--- src/rtl/alink_tx_ctrl_pkg.sv ---
// alink_tx_ctrl_pkg: shared widths and state encoding for the alink TX
// controller. Holds no ports; imported by alink_tx_ctrl.
package alink_tx_ctrl_pkg;

  localparam int WORD_W      = 32;
  localparam int FRAME_CNT_W = 32;
  localparam int WORD_CNT_W  = 8;

  typedef enum logic [2:0] {
    S_IDLE   = 3'd0,
    S_FETCH  = 3'd1,
    S_LATCH  = 3'd2,
    S_SEND   = 3'd3,
    S_TSTART = 3'd4,
    S_WAIT   = 3'd5
  } tx_state_e;

endpackage

--- src/rtl/alink_tx_ctrl.sv ---
// alink_tx_ctrl: moves fixed-length frames of 32-bit words from the TX FIFO
// to the TX PHY, one word at a time, then kicks tx_timer and holds off the
// next frame until the response window has closed.
//
// Ports:
//   clk, rst            clock, synchronous active-high reset
//   reg_enable          allow new frames to start (sampled in IDLE only)
//   reg_flush           abort current activity, return to IDLE
//   reg_word_cnt        words per frame, 0 = send nothing (sampled in IDLE)
//   fifo_count          TX FIFO occupancy (sampled in IDLE)
//   fifo_rd_en          FIFO read strobe, data valid the following cycle
//   fifo_dout           FIFO read data
//   phy_valid/phy_data  word offered to the PHY
//   phy_ready           PHY accepts the word
//   timer_start         one-cycle pulse to tx_timer after each frame
//   timer_busy          tx_timer response window open
//   tx_busy             state is not IDLE
//   frame_cnt           completed frames, wraps at 2^32
//
// state  | meaning
// IDLE   | waiting for enable, nonzero length, enough FIFO data, timer idle
// FETCH  | FIFO read strobe high for this cycle
// LATCH  | FIFO data arrives, captured into phy_data
// SEND   | phy_valid held until phy_ready
// TSTART | timer_start high for this cycle
// WAIT   | waiting for timer_busy to drop
module alink_tx_ctrl
  import alink_tx_ctrl_pkg::*;
#(
  parameter int FIFO_AW = 10
) (
  input  logic                   clk,
  input  logic                   rst,
  input  logic                   reg_enable,
  input  logic                   reg_flush,
  input  logic [WORD_CNT_W-1:0]  reg_word_cnt,
  input  logic [FIFO_AW-1:0]     fifo_count,
  output logic                   fifo_rd_en,
  input  logic [WORD_W-1:0]      fifo_dout,
  output logic                   phy_valid,
  output logic [WORD_W-1:0]      phy_data,
  input  logic                   phy_ready,
  output logic                   timer_start,
  input  logic                   timer_busy,
  output logic                   tx_busy,
  output logic [FRAME_CNT_W-1:0] frame_cnt
);

  tx_state_e              state_q, state_d;
  logic [WORD_CNT_W-1:0]  word_idx_q, word_idx_d;
  logic [WORD_CNT_W-1:0]  word_cnt_q, word_cnt_d;
  logic                   fifo_rd_en_q, fifo_rd_en_d;
  logic                   phy_valid_q, phy_valid_d;
  logic [WORD_W-1:0]      phy_data_q, phy_data_d;
  logic                   timer_start_q, timer_start_d;
  logic [FRAME_CNT_W-1:0] frame_cnt_q, frame_cnt_d;

  logic start_ok;
  logic last_word;

  // Occupancy is checked against the whole frame up front so the FIFO can
  // never run dry in the middle of a frame.
  assign start_ok = reg_enable && (reg_word_cnt != '0) &&
                    (32'(fifo_count) >= 32'(reg_word_cnt)) && !timer_busy;

  // Frame length is captured at frame start so mid-frame register writes
  // cannot shorten or stretch the frame in flight.
  assign last_word = (word_idx_q == word_cnt_q - 8'd1);

  always_ff @(posedge clk) begin
    if (rst) begin
      state_q       <= S_IDLE;
      word_idx_q    <= '0;
      word_cnt_q    <= '0;
      fifo_rd_en_q  <= 1'b0;
      phy_valid_q   <= 1'b0;
      phy_data_q    <= '0;
      timer_start_q <= 1'b0;
      frame_cnt_q   <= '0;
    end else begin
      state_q       <= state_d;
      word_idx_q    <= word_idx_d;
      word_cnt_q    <= word_cnt_d;
      fifo_rd_en_q  <= fifo_rd_en_d;
      phy_valid_q   <= phy_valid_d;
      phy_data_q    <= phy_data_d;
      timer_start_q <= timer_start_d;
      frame_cnt_q   <= frame_cnt_d;
    end
  end

  // Registered strobes are set on the transition into the state that owns
  // them, so fifo_rd_en is high exactly while in FETCH and timer_start
  // exactly while in TSTART.
  always_comb begin
    state_d       = state_q;
    word_idx_d    = word_idx_q;
    word_cnt_d    = word_cnt_q;
    fifo_rd_en_d  = 1'b0;
    phy_valid_d   = phy_valid_q;
    phy_data_d    = phy_data_q;
    timer_start_d = 1'b0;
    frame_cnt_d   = frame_cnt_q;

    if (reg_flush) begin
      state_d     = S_IDLE;
      word_idx_d  = '0;
      phy_valid_d = 1'b0;
    end else begin
      unique case (state_q)
        S_IDLE: begin
          if (start_ok) begin
            state_d      = S_FETCH;
            word_idx_d   = '0;
            word_cnt_d   = reg_word_cnt;
            fifo_rd_en_d = 1'b1;
          end
        end
        S_FETCH: begin
          state_d = S_LATCH;
        end
        S_LATCH: begin
          phy_data_d  = fifo_dout;
          phy_valid_d = 1'b1;
          state_d     = S_SEND;
        end
        S_SEND: begin
          if (phy_ready) begin
            phy_valid_d = 1'b0;
            if (last_word) begin
              state_d       = S_TSTART;
              timer_start_d = 1'b1;
              frame_cnt_d   = frame_cnt_q + 32'd1;
            end else begin
              state_d      = S_FETCH;
              word_idx_d   = word_idx_q + 8'd1;
              fifo_rd_en_d = 1'b1;
            end
          end
        end
        S_TSTART: begin
          state_d = S_WAIT;
        end
        S_WAIT: begin
          if (!timer_busy) state_d = S_IDLE;
        end
        default: begin
          state_d = S_IDLE;
        end
      endcase
    end
  end

  assign fifo_rd_en  = fifo_rd_en_q;
  assign phy_valid   = phy_valid_q;
  assign phy_data    = phy_data_q;
  assign timer_start = timer_start_q;
  assign frame_cnt   = frame_cnt_q;
  assign tx_busy     = (state_q != S_IDLE);

endmodule

--- config.mk ---
export PLATFORM = sky130hd
export DESIGN_NAME = alink_tx_ctrl
export DESIGN_NICKNAME = d
export VERILOG_FILES = /design/src/rtl/alink_tx_ctrl_pkg.sv /design/src/rtl/alink_tx_ctrl.sv
export SDC_FILE = /design/constraint.sdc
export NUM_CORES = 1
export LEC_CHECK = 0
export CAP_MARGIN = 20
export CORE_MARGIN = 2
export CORE_UTILIZATION = 47
export CTS_CLUSTER_SIZE = 16
export DETAILED_ROUTE_END_ITERATION = 10
export PLACE_DENSITY = 0.85
export SYNTH_ARGS = -nofsm -noshare
export SYNTH_HDL_FRONTEND = slang
export SYNTH_SLANG_ARGS = --single-unit
--- constraint.sdc ---
create_clock -name clk -period 3.8 [get_ports clk]
set_input_delay 0.76 -clock clk [delete_from_list [all_inputs] [get_ports clk]]
set_output_delay 0.76 -clock clk [all_outputs]
set_load 0.05 [all_outputs]
Word-level counts from Yosys, hierarchy flattened

Index checks and enable logic that the tools add are counted.

Input bits: 56
Logic and storage cells: 58
Bits in registers: 86

Add/sub/neg operators: 3
Equality and inequality tests: 10
Bitwise gates (word level): 3
Reductions and logical operators: 17
Multiplexer cells: 16
$lt $le $gt $ge: 1

Operators with widths:

| operator                | count |
|---|---|
| $add A32 B1 Y32 const B | 1 |
| $mux W8                 | 3 |
| $pmux W3 S6             | 1 |
| $pmux W8 S2             | 1 |
| $mux W3                 | 4 |
| $ge A10 B8 Y1           | 1 |
| $add A8 B1 Y8 const B   | 1 |
| $eq A8 B8 Y1            | 1 |
| $ne A2 B2 Y1 const B    | 4 |
| $reduce_and A4 Y1       | 2 |
| $reduce_bool A8 Y1      | 1 |
| $sub A8 B1 Y8 const B   | 1 |
| $eq A3 B2 Y1 const B    | 2 |
| $eq A3 B3 Y1 const B    | 2 |
| $reduce_and A3 Y1       | 2 |
| $mux W1                 | 5 |
| $pmux W1 S2             | 2 |
| $reduce_and A2 Y1       | 2 |
| $reduce_bool A2 Y1      | 2 |
| $reduce_or A4 Y1        | 1 |
| $eq A3 B1 Y1 const B    | 1 |
| $logic_and A1 B1 Y1     | 3 |
| $logic_not A3 Y1        | 1 |
| $not A1 Y1              | 3 |
| 3 further kinds         | 3 |

Logic depth before layout (Yosys ltp)

Gate-level depths: netlist of run 1.

Word-level depth: 6
Depth in mapped cells: 10

Worst setup path before layout of run 1

No wires, ideal clock.

Path kind: input-to-reg
From: input reg_word_cnt[7]
To: register word_idx_q[2]
Stages on the path: 10
Buffers on the path: 1
Arrival: 2734 ps
Setup time: 123 ps
Setup slack: 943 ps
Path through: inv_1 > ha_1 > a2111oi_0 > nor2b_1 > o221ai_1 > nand3b_1 > a21boi_1 > buf_2 > or3_1 > a21oi_1

Word-level cells in the longest chain between the ends: 6

Ends and longest elaborated chain:

| element                                               | line                | source |
|---|---|---|
| from (decl)                                           | alink_tx_ctrl.sv:36 | `input logic [WORD_CNT_W-1:0] reg_word_cnt,` |
| branches (longest 2 deep; another with $ge A10 B8 Y1) | n/a                 |  |
| $logic_and A1 B1 Y1 (*)                               | alink_tx_ctrl.sv:63 | `assign start_ok = reg_enable && (reg_word_cnt != '0) &&` |
| $logic_and A1 B1 Y1 (*)                               | alink_tx_ctrl.sv:64 | `(32'(fifo_count) >= 32'(reg_word_cnt)) && !timer_busy;` |
| $ne A2 B2 Y1 (no line) (*)                            | n/a                 |  |
| $reduce_and A4 Y1 (no line) (*)                       | n/a                 |  |
| to (signal assigned)                                  | alink_tx_ctrl.sv:82 | `word_idx_q <= word_idx_d;` |
| to (decl)                                             | alink_tx_ctrl.sv:50 | `logic [WORD_CNT_W-1:0] word_idx_q, word_idx_d;` |

Every way passes the cells marked *.
A chain may end at the register's enable or synchronous reset.

Worst setup path after layout of run 1

From: input reg_word_cnt[7]
To: register word_cnt_q[0]

Word-level cells in the longest chain between the ends: 5

Ends and longest elaborated chain:

| element                                               | line                | source |
|---|---|---|
| branches (longest 2 deep; another with $ge A10 B8 Y1) | n/a                 |  |
| $logic_and A1 B1 Y1 (*)                               | alink_tx_ctrl.sv:63 |  |
| $logic_and A1 B1 Y1 (*)                               | alink_tx_ctrl.sv:64 |  |
| $reduce_and A3 Y1 (no line) (*)                       | n/a                 |  |
| to (signal assigned)                                  | alink_tx_ctrl.sv:83 | `word_cnt_q <= word_cnt_d;` |
| to (decl)                                             | alink_tx_ctrl.sv:51 | `logic [WORD_CNT_W-1:0] word_cnt_q, word_cnt_d;` |

Marked as above.

==> results of run 1 <==
-- how the worst max path moves through the flow --
stage / slack (ns) / to / start / cells after the start
after floorplan: 0.94 / word_idx_q[2] / reg_word_cnt[7] / 10
after global placement: 0.55 / word_cnt_q[0] / reg_word_cnt[7] / 11
after detailed placement: 0.43 / word_cnt_q[0] / reg_word_cnt[7] / 11
after CTS: 0.79 / word_cnt_q[0] / reg_word_cnt[7] / 11
after global routing: 0.51 / word_cnt_q[0] / reg_word_cnt[7] / 11
final: 0.77 / word_cnt_q[0] / reg_word_cnt[7] / 11
-- registers in the layout, indices dropped and copies added, names as in the netlist --
signal	cells
frame_cnt	32
phy_data	32
word_cnt_q	8
word_idx_q	8
state_q	3
fifo_rd_en	1
phy_valid	1
timer_start	1
-- synth_stat cells, types with 3 or more instances --
cell and n:
sky130_fd_sc_hd__o21ai_0 13, sky130_fd_sc_hd__and2_1 5, sky130_fd_sc_hd__o31ai_1 5, sky130_fd_sc_hd__xnor2_1 19, sky130_fd_sc_hd__nand4_1 17, sky130_fd_sc_hd__or3_1 14
sky130_fd_sc_hd__clkbuf_1 22, sky130_fd_sc_hd__nor3_1 16, sky130_fd_sc_hd__and3_1 4, sky130_fd_sc_hd__nor2_1 46, sky130_fd_sc_hd__buf_2 3, sky130_fd_sc_hd__inv_1 18
sky130_fd_sc_hd__a21oi_1 56, sky130_fd_sc_hd__nand3_1 11, sky130_fd_sc_hd__xor2_1 13, sky130_fd_sc_hd__nand2_1 79, sky130_fd_sc_hd__nor4b_1 3, sky130_fd_sc_hd__dfxtp_1 86
sky130_fd_sc_hd__nand2b_1 5, sky130_fd_sc_hd__ha_1 11, sky130_fd_sc_hd__and4_1 3, sky130_fd_sc_hd__nor4_1 7, sky130_fd_sc_hd__mux2i_1 3
-- through the flow --
step / total power, mW / std cells / util (%)
finish: 1.67 / 715 / 66.6
global route: 1.74 / 715 / 66.6
CTS: 1.68 / 714 / 66.4
detailed placement: 1.10 / 698 / 64.2
global placement: 1.10 / 698 / 64.2
floorplan: 1.02 / 493 / -
-- layout make-up --
cell class,count,share of cell area [%]
clock buffer,10,2.50
clock inverter,6,0.842
inverter,18,1.23
multi-input combinational,362,38.6
sequential,86,31.3
tap,105,2.39
timing repair buffer,128,23.1
-- power by group --
group / switching [mW] / internal, mW / total, mW / leakage (nW)
sequential: 0.00705 / 0.906 / 0.913 / 0.693
clock: 0.330 / 0.259 / 0.589 / 0.0889
combinational: 0.0799 / 0.0874 / 0.167 / 1.10
-- placed cells by master, fill, tap and decap left out, types with 2 or more instances in the layout --
cell / instances
sky130_fd_sc_hd__nand4_1: 17
sky130_fd_sc_hd__nor2b_1: 2
sky130_fd_sc_hd__nor4_1: 7
sky130_fd_sc_hd__or2_2: 2
sky130_fd_sc_hd__and3_1: 4
sky130_fd_sc_hd__a22oi_1: 2
sky130_fd_sc_hd__nand2b_1: 5
sky130_fd_sc_hd__nor3_1: 15
sky130_fd_sc_hd__nor2_1: 46
sky130_fd_sc_hd__nor4b_1: 3
sky130_fd_sc_hd__inv_1: 18
sky130_fd_sc_hd__nand3b_1: 2
sky130_fd_sc_hd__clkinv_4: 2
sky130_fd_sc_hd__ha_1: 11
sky130_fd_sc_hd__a21o_1: 2
sky130_fd_sc_hd__and4_1: 3
sky130_fd_sc_hd__clkinvlp_4: 2
sky130_fd_sc_hd__nand3_1: 11
sky130_fd_sc_hd__or4_4: 2
sky130_fd_sc_hd__or3_1: 14
sky130_fd_sc_hd__xnor2_1: 19
sky130_fd_sc_hd__mux2i_1: 3
sky130_fd_sc_hd__clkbuf_8: 10
sky130_fd_sc_hd__and2_1: 5
sky130_fd_sc_hd__buf_4: 4
sky130_fd_sc_hd__o31ai_1: 5
sky130_fd_sc_hd__o21ai_0: 13
sky130_fd_sc_hd__xor2_1: 13
sky130_fd_sc_hd__a21oi_1: 56
sky130_fd_sc_hd__nand2_1: 79
sky130_fd_sc_hd__dfxtp_1: 86
sky130_fd_sc_hd__clkdlybuf4s50_1: 122
sky130_fd_sc_hd__or4_1: 2
-- cell families after synthesis --
logic type | Yosys count | share of synthesized area [%]
xor gates and xnor gates | 32 | 6.96
buffers and inverters | 45 | 4.66
and+or+nand+nor | 225 | 27.6
muxes | 3 | 0.746
adders and majority gates | 11 | 3.42
DFF | 86 | 42.8
AOI/OAI and AO/OA | 91 | 13.8
-- routing by layer --
layer	track usage, %	wire [um]	up-vias
li1	-	-	1935
met1	28.4	4360	1846
met2	37.8	5080	118
met3	4.89	601	15
met4	7.63	133	0
met5	0	0	-
-- critical path, stage by stage --
cell and delay (ns):
sky130_fd_sc_hd__clkdlybuf4s50_1 0.48, sky130_fd_sc_hd__inv_1 0.07, sky130_fd_sc_hd__ha_1 0.30, sky130_fd_sc_hd__a2111oi_0 0.48
sky130_fd_sc_hd__nor2b_1 0.21, sky130_fd_sc_hd__o221ai_1 0.15, sky130_fd_sc_hd__nand3b_1 0.14, sky130_fd_sc_hd__buf_4 0.17
sky130_fd_sc_hd__or2_2 0.20, sky130_fd_sc_hd__mux2i_1 0.23, sky130_fd_sc_hd__nor2_1 0.06
==> metrics, run 1 <==
outcome=completed; number of remaining DRC errors=0; # clock sinks=86; global-route usage over all layers=22.4%; area growth from synthesis to final layout=36.5%; post-route cell area=5500 um^2; cells resized by post-CTS repair=0; number of filler instances in the final layout=709; Hold Fails Final Rpt=0; num rows=33; number of max-slew violations in the final report=0; die boundary height=96.6 um; skew final=0.0111 ns; final weighted congestion in routability-driven placement=0.814; area share of the leading cell type in the synthesized netlist=42.8%; core region area=8260 um^2; total iterations of the first detailed-routing run=5; post-route clock period utilization=79.8%; critical hold path startpoint=phy_data[10]; Worst Reg-to-Reg Cells=9; endpoint of the lowest-slack register-to-register path=frame_cnt[29]; combined area of all synthesized cells=4030 um^2; FFs w/ async S/R, synth=0%; gr ovfl total=0; total of endpoints with negative setup slack in the final report=0; Total Routed Length=10.2 mm; worst path arrival time=3.24 ns; CTS clk-pin slew, worst paths=0.09 ns; final critical-path required period=3.03 ns; detailed placement HPWL=7.41 mm; mean instance size in the synthesized netlist=8.17 um^2; starting density of the core=48.8%; post-synthesis instance total=493; count of buffers added by post-CTS timing repair for setup=0; Maximum Capacitance Violations=0; die footprint=9320 um^2; FF+latch area=1720 um^2; number of DRC violations after detailed-routing iteration 0=146; Static Leak=1.88 nW; worst slew slack as a fraction of its limit=48.9%; Fin Setup TNS=0 ns; biggest area contributors in the synthesized netlist=sky130_fd_sc_hd__dfxtp_1 (43%), sky130_fd_sc_hd__nand2_1 (7.4%), sky130_fd_sc_hd__a21oi_1 (7.0%); Final Net Count=672; cell type contributing the most total cell area after synthesis=sky130_fd_sc_hd__dfxtp_1; number of buffers created by CTS=9; count of inserted antenna diode cells=0; largest buffer count on any clock path=2; clock tree from TritonCTS=yes; Hold Path Cell Cnt=2; worst hold path type=reg -> reg; placed standard-cell area=5300 um^2; kind of end point of the critical path=register; Die X-Extent=96.6 um; number of H-tree levels=3; count of nets left with antenna violations after detail routing=0; wire length of the first global-routing pass=16.6 mm; slew at the pin closest to its max-slew limit=0.767 ns; worst setup path class=in -> reg; Routed WL per cell=14.2 um; Clock Latency Late Sink=0.34 ns; via count of the first global-routing pass=3666; sequential area share after synthesis=42.8%; final hold slack=0.456 ns; ratio of cells with drive above 1 in the final layout=5.74%; routed via count divided by cell count=5.47; power density cells=304 nW/um^2; unrepaired setup endpoints after global routing=false; number of flip-flops and latches in the synthesized netlist=86; r2r startpoint=word_cnt_q[0]; data required time of the critical path=4.01 ns; hold bufs inserted after CTS=0; top flip-flop cell by instance count after synthesis=sky130_fd_sc_hd__dfxtp_1; root buffer cell=sky130_fd_sc_hd__clkbuf_8; category of the worst setup path launch point=primary input; antenna violations before repair=0; maximum clock frequency=0.330 GHz; EDFF count, synth=0; maximum resistive drop on vdd=0.225 mV; count of input and output buffers=123; crit path setup slack, layout=0.766 ns; area of the multi-input gates=2120 um^2; highest net fanout along the worst path=9; hold worst-path end=phy_data[10]; pre-CTS worst setup slack=0.429 ns; count of distinct cell types in the synthesized netlist=49; register-to-register setup slack=0.81 ns; largest net degree at the start of global routing=74; overall via count from detail_route=3914; Post-Syn Nets=560; top-level port count=124; yosys synthesis warning count=0
No activity file was read; power rests on OpenSTA's default activity.
==> run 2, diff against run 1 <==
- CORE_UTILIZATION: 47 -> 42
- PLACE_DENSITY: 0.85 -> 0.81
- clock period: 3.8 -> 2.5 ns (I/O delays scaled with it)
==> metrics, run 2 (synthesized netlist as in run 1, its figures left out) <==
Net Sw Frac=27.0% (+2.0 points); Combinational Power Share=12.9% (+2.9 points); largest net degree at the start of global routing=74 (unchanged); critical path startpoint=word_cnt_q[1]; top-level port count=124 (unchanged); slew at the pin closest to its max-slew limit=0.767 ns (+0.000130 ns); FF+latch area=1730 um^2 (+0.22%); power density cells=429 nW/um^2 (+41%); Static Leak=2.35 nW (+25%); Fin Setup TNS=-0.186 ns (-0.186 ns); root buffer cell=sky130_fd_sc_hd__clkbuf_8; routed via count divided by cell count=5.33 (-2.7%); net switching power=0.717 mW (+72%); final weighted congestion in routability-driven placement=0.923 (+13%); post-route cell area=6190 um^2 (+13%); kind of end point of the critical path=register; ratio of cells with drive above 1 in the final layout=17.4% (+12 points); Hold Fails Final Rpt=0 (unchanged); Total Routed Length=12.3 mm (+21%); crit path setup slack, layout=-0.0459 ns (-0.812 ns); gr ovfl total=0 (unchanged); maximum clock frequency=0.393 GHz; worst path arrival time=2.77 ns (-0.47 ns); number of cells after detailed placement=757 (+8.5%); outcome=complete, but fails checks; slowest library cell on the worst path=sky130_fd_sc_hd__or4_4; violated checks=setup timing; number of remaining DRC errors=0 (unchanged); r2r startpoint=word_cnt_q[1]; die footprint=10400 um^2 (+11%); starting density of the core=43.4% (-5.4 points); area of the multi-input gates=2420 um^2 (+14%); top library cells by usage in the layout, fill and taps aside=sky130_fd_sc_hd__clkdlybuf4s50_1 (118), sky130_fd_sc_hd__dfxtp_1 (83), sky130_fd_sc_hd__nand2_1 (79); number of buffers created by CTS=9 (unchanged); # clock sinks=86 (unchanged); data required time of the critical path=2.73 ns (-1.28 ns); Maximum Capacitance Violations=0 (unchanged); worst setup path class=reg -> reg; Clock Latency Late Sink=0.36 ns (+0.02 ns); Finished Layout Cells=785 (+9.8%); Die X-Extent=102 um (+5.5%); count of inserted antenna diode cells=0 (unchanged); worst slew slack as a fraction of its limit=48.9% (about the same); cells along the critical path=or4_4, buf_6, a2111oi_4, o2111a_2, buf_6, nand3_1, buf_4, o21ai_0, a21oi_1; overall via count from detail_route=4181 (+6.8%); maximum resistive drop on vdd=0.307 mV (+36%); number of DRC violations after detailed-routing iteration 0=173 (+18%); cell internal power dissipation=1.94 mW (+55%); cell repeated most along the worst path=sky130_fd_sc_hd__buf_6; unrepaired setup endpoints after global routing=true; number of max-slew violations in the final report=0 (unchanged); register-to-register setup slack=-0.05 ns (-0.86 ns); global-route usage over all layers=22.1% (-0.31 points); Routed WL per cell=15.7 um (+10%); via count of the first global-routing pass=3995 (+9.0%); highest net fanout along the worst path=7 (-2); core region area=9280 um^2 (+12%); count of nets left with antenna violations after detail routing=0 (unchanged); worst hold path type=reg -> reg; total iterations of the first detailed-routing run=4 (-1); relative contribution of the clock network to total power=34.9% (-0.4 points); commonest non-fill, non-tap cell in the layout=sky130_fd_sc_hd__clkdlybuf4s50_1; wire length of the first global-routing pass=18.6 mm (+12%); share of power burned in registers=52.2% (-2.5 points); Final Net Count=718 (+6.8%); category of the worst setup path launch point=register; critical hold path startpoint=phy_data[5]; hold bufs inserted after CTS=0 (unchanged); skew final=0.0121 ns (+0.00103 ns); number of filler instances in the final layout=745 (+5.1%); area growth from synthesis to final layout=53.7%; final critical-path required period=2.55 ns; number of H-tree levels=3 (unchanged); CP max stage delay=0.54 ns (+0.06 ns); CTS clk-pin slew, worst paths=0.10 ns (about the same); placed standard-cell area=5600 um^2 (+5.6%); clock tree from TritonCTS=yes; largest buffer count on any clock path=2 (unchanged); antenna violations before repair=0 (unchanged); total of endpoints with negative setup slack in the final report=7 (+7); detailed placement HPWL=8.08 mm (+9.0%); post-route clock period utilization=102%; count of input and output buffers=123 (unchanged); die boundary height=102 um (+5.5%); final core occ=66.7% (+0.095 points); num rows=35 (+6.1%)
## run 2: cell types whose count changed in the layout (fill, tap and decap cells not counted), sizes merged
cell	before	now
buf	6	51
clkdlybuf4s50	122	118
clkinv	3	2
inv	19	23
clkbuf	10	9
nand4	18	19
clkinvlp	2	0
dlymetal6s2s	0	4
## run 2: power by group through the flow
stage	registers (mW)	clock network, mW	logic [mW]
after floorplan	1.43	0	0.116
after global placement	1.42	0	0.279
after detailed placement	1.42	0	0.289
after CTS	1.39	0.948	0.312
after global routing	1.39	1.01	0.364
final	1.39	0.927	0.343
## run 2: worst paths after layout
path	to	cells past startpoint
hold / removal	phy_data[5]	2
setup reg to reg	frame_cnt[18]	9
hold reg to reg	phy_data[5]	2
setup / recovery	frame_cnt[18]	9
## run 2: area by class of cell
cell class                      count  share of cell area [%]
Multi-Input combinational cell    363                    39.2
Sequential cell                    86                    27.9
Timing Repair Buffer              173                    26.4
Tap cell                          129                    2.61
Clock buffer                        9                    2.00
Inverter                           18                    1.09
Clock inverter                      7                   0.869
## run 2: what timing repair did
item,4_1_cts,5_1_grt
gates resized for setup,19,41
endpoints found under the setup margin,29,44
pin swaps,11,24
endpoints found under the hold margin,0,0
gates cloned,0,1
buffers inserted,4,7
## run 2: worst max-delay path, delay by kind of cell, from the launching register on
family,cells,cell delay [ns]
AOI/OAI and AO/OA,4,0.96
and+or+nand+nor,2,0.64
buffers and inverters,3,0.47
DFF,1,0.34
## run 2: per-stage QoR
stage               hold WS (ns)  setup WS, ns  total power, mW
finish                     0.457       -0.0459             2.66
global route               0.473        -0.105             2.76
CTS                        0.460      -0.00910             2.65
detailed placement         0.447        -0.615             1.71
floorplan                  0.465      0.000772             1.55
global placement           0.441        -0.454             1.70
## run 2: metal layers
layer	up-vias	track usage (%)	share of wire (%)
met5	-	0	0
met4	0	6.36	2.1
met3	25	4.38	3.8
met2	136	39.6	53
met1	1997	26.9	41
li1	2023	-	-
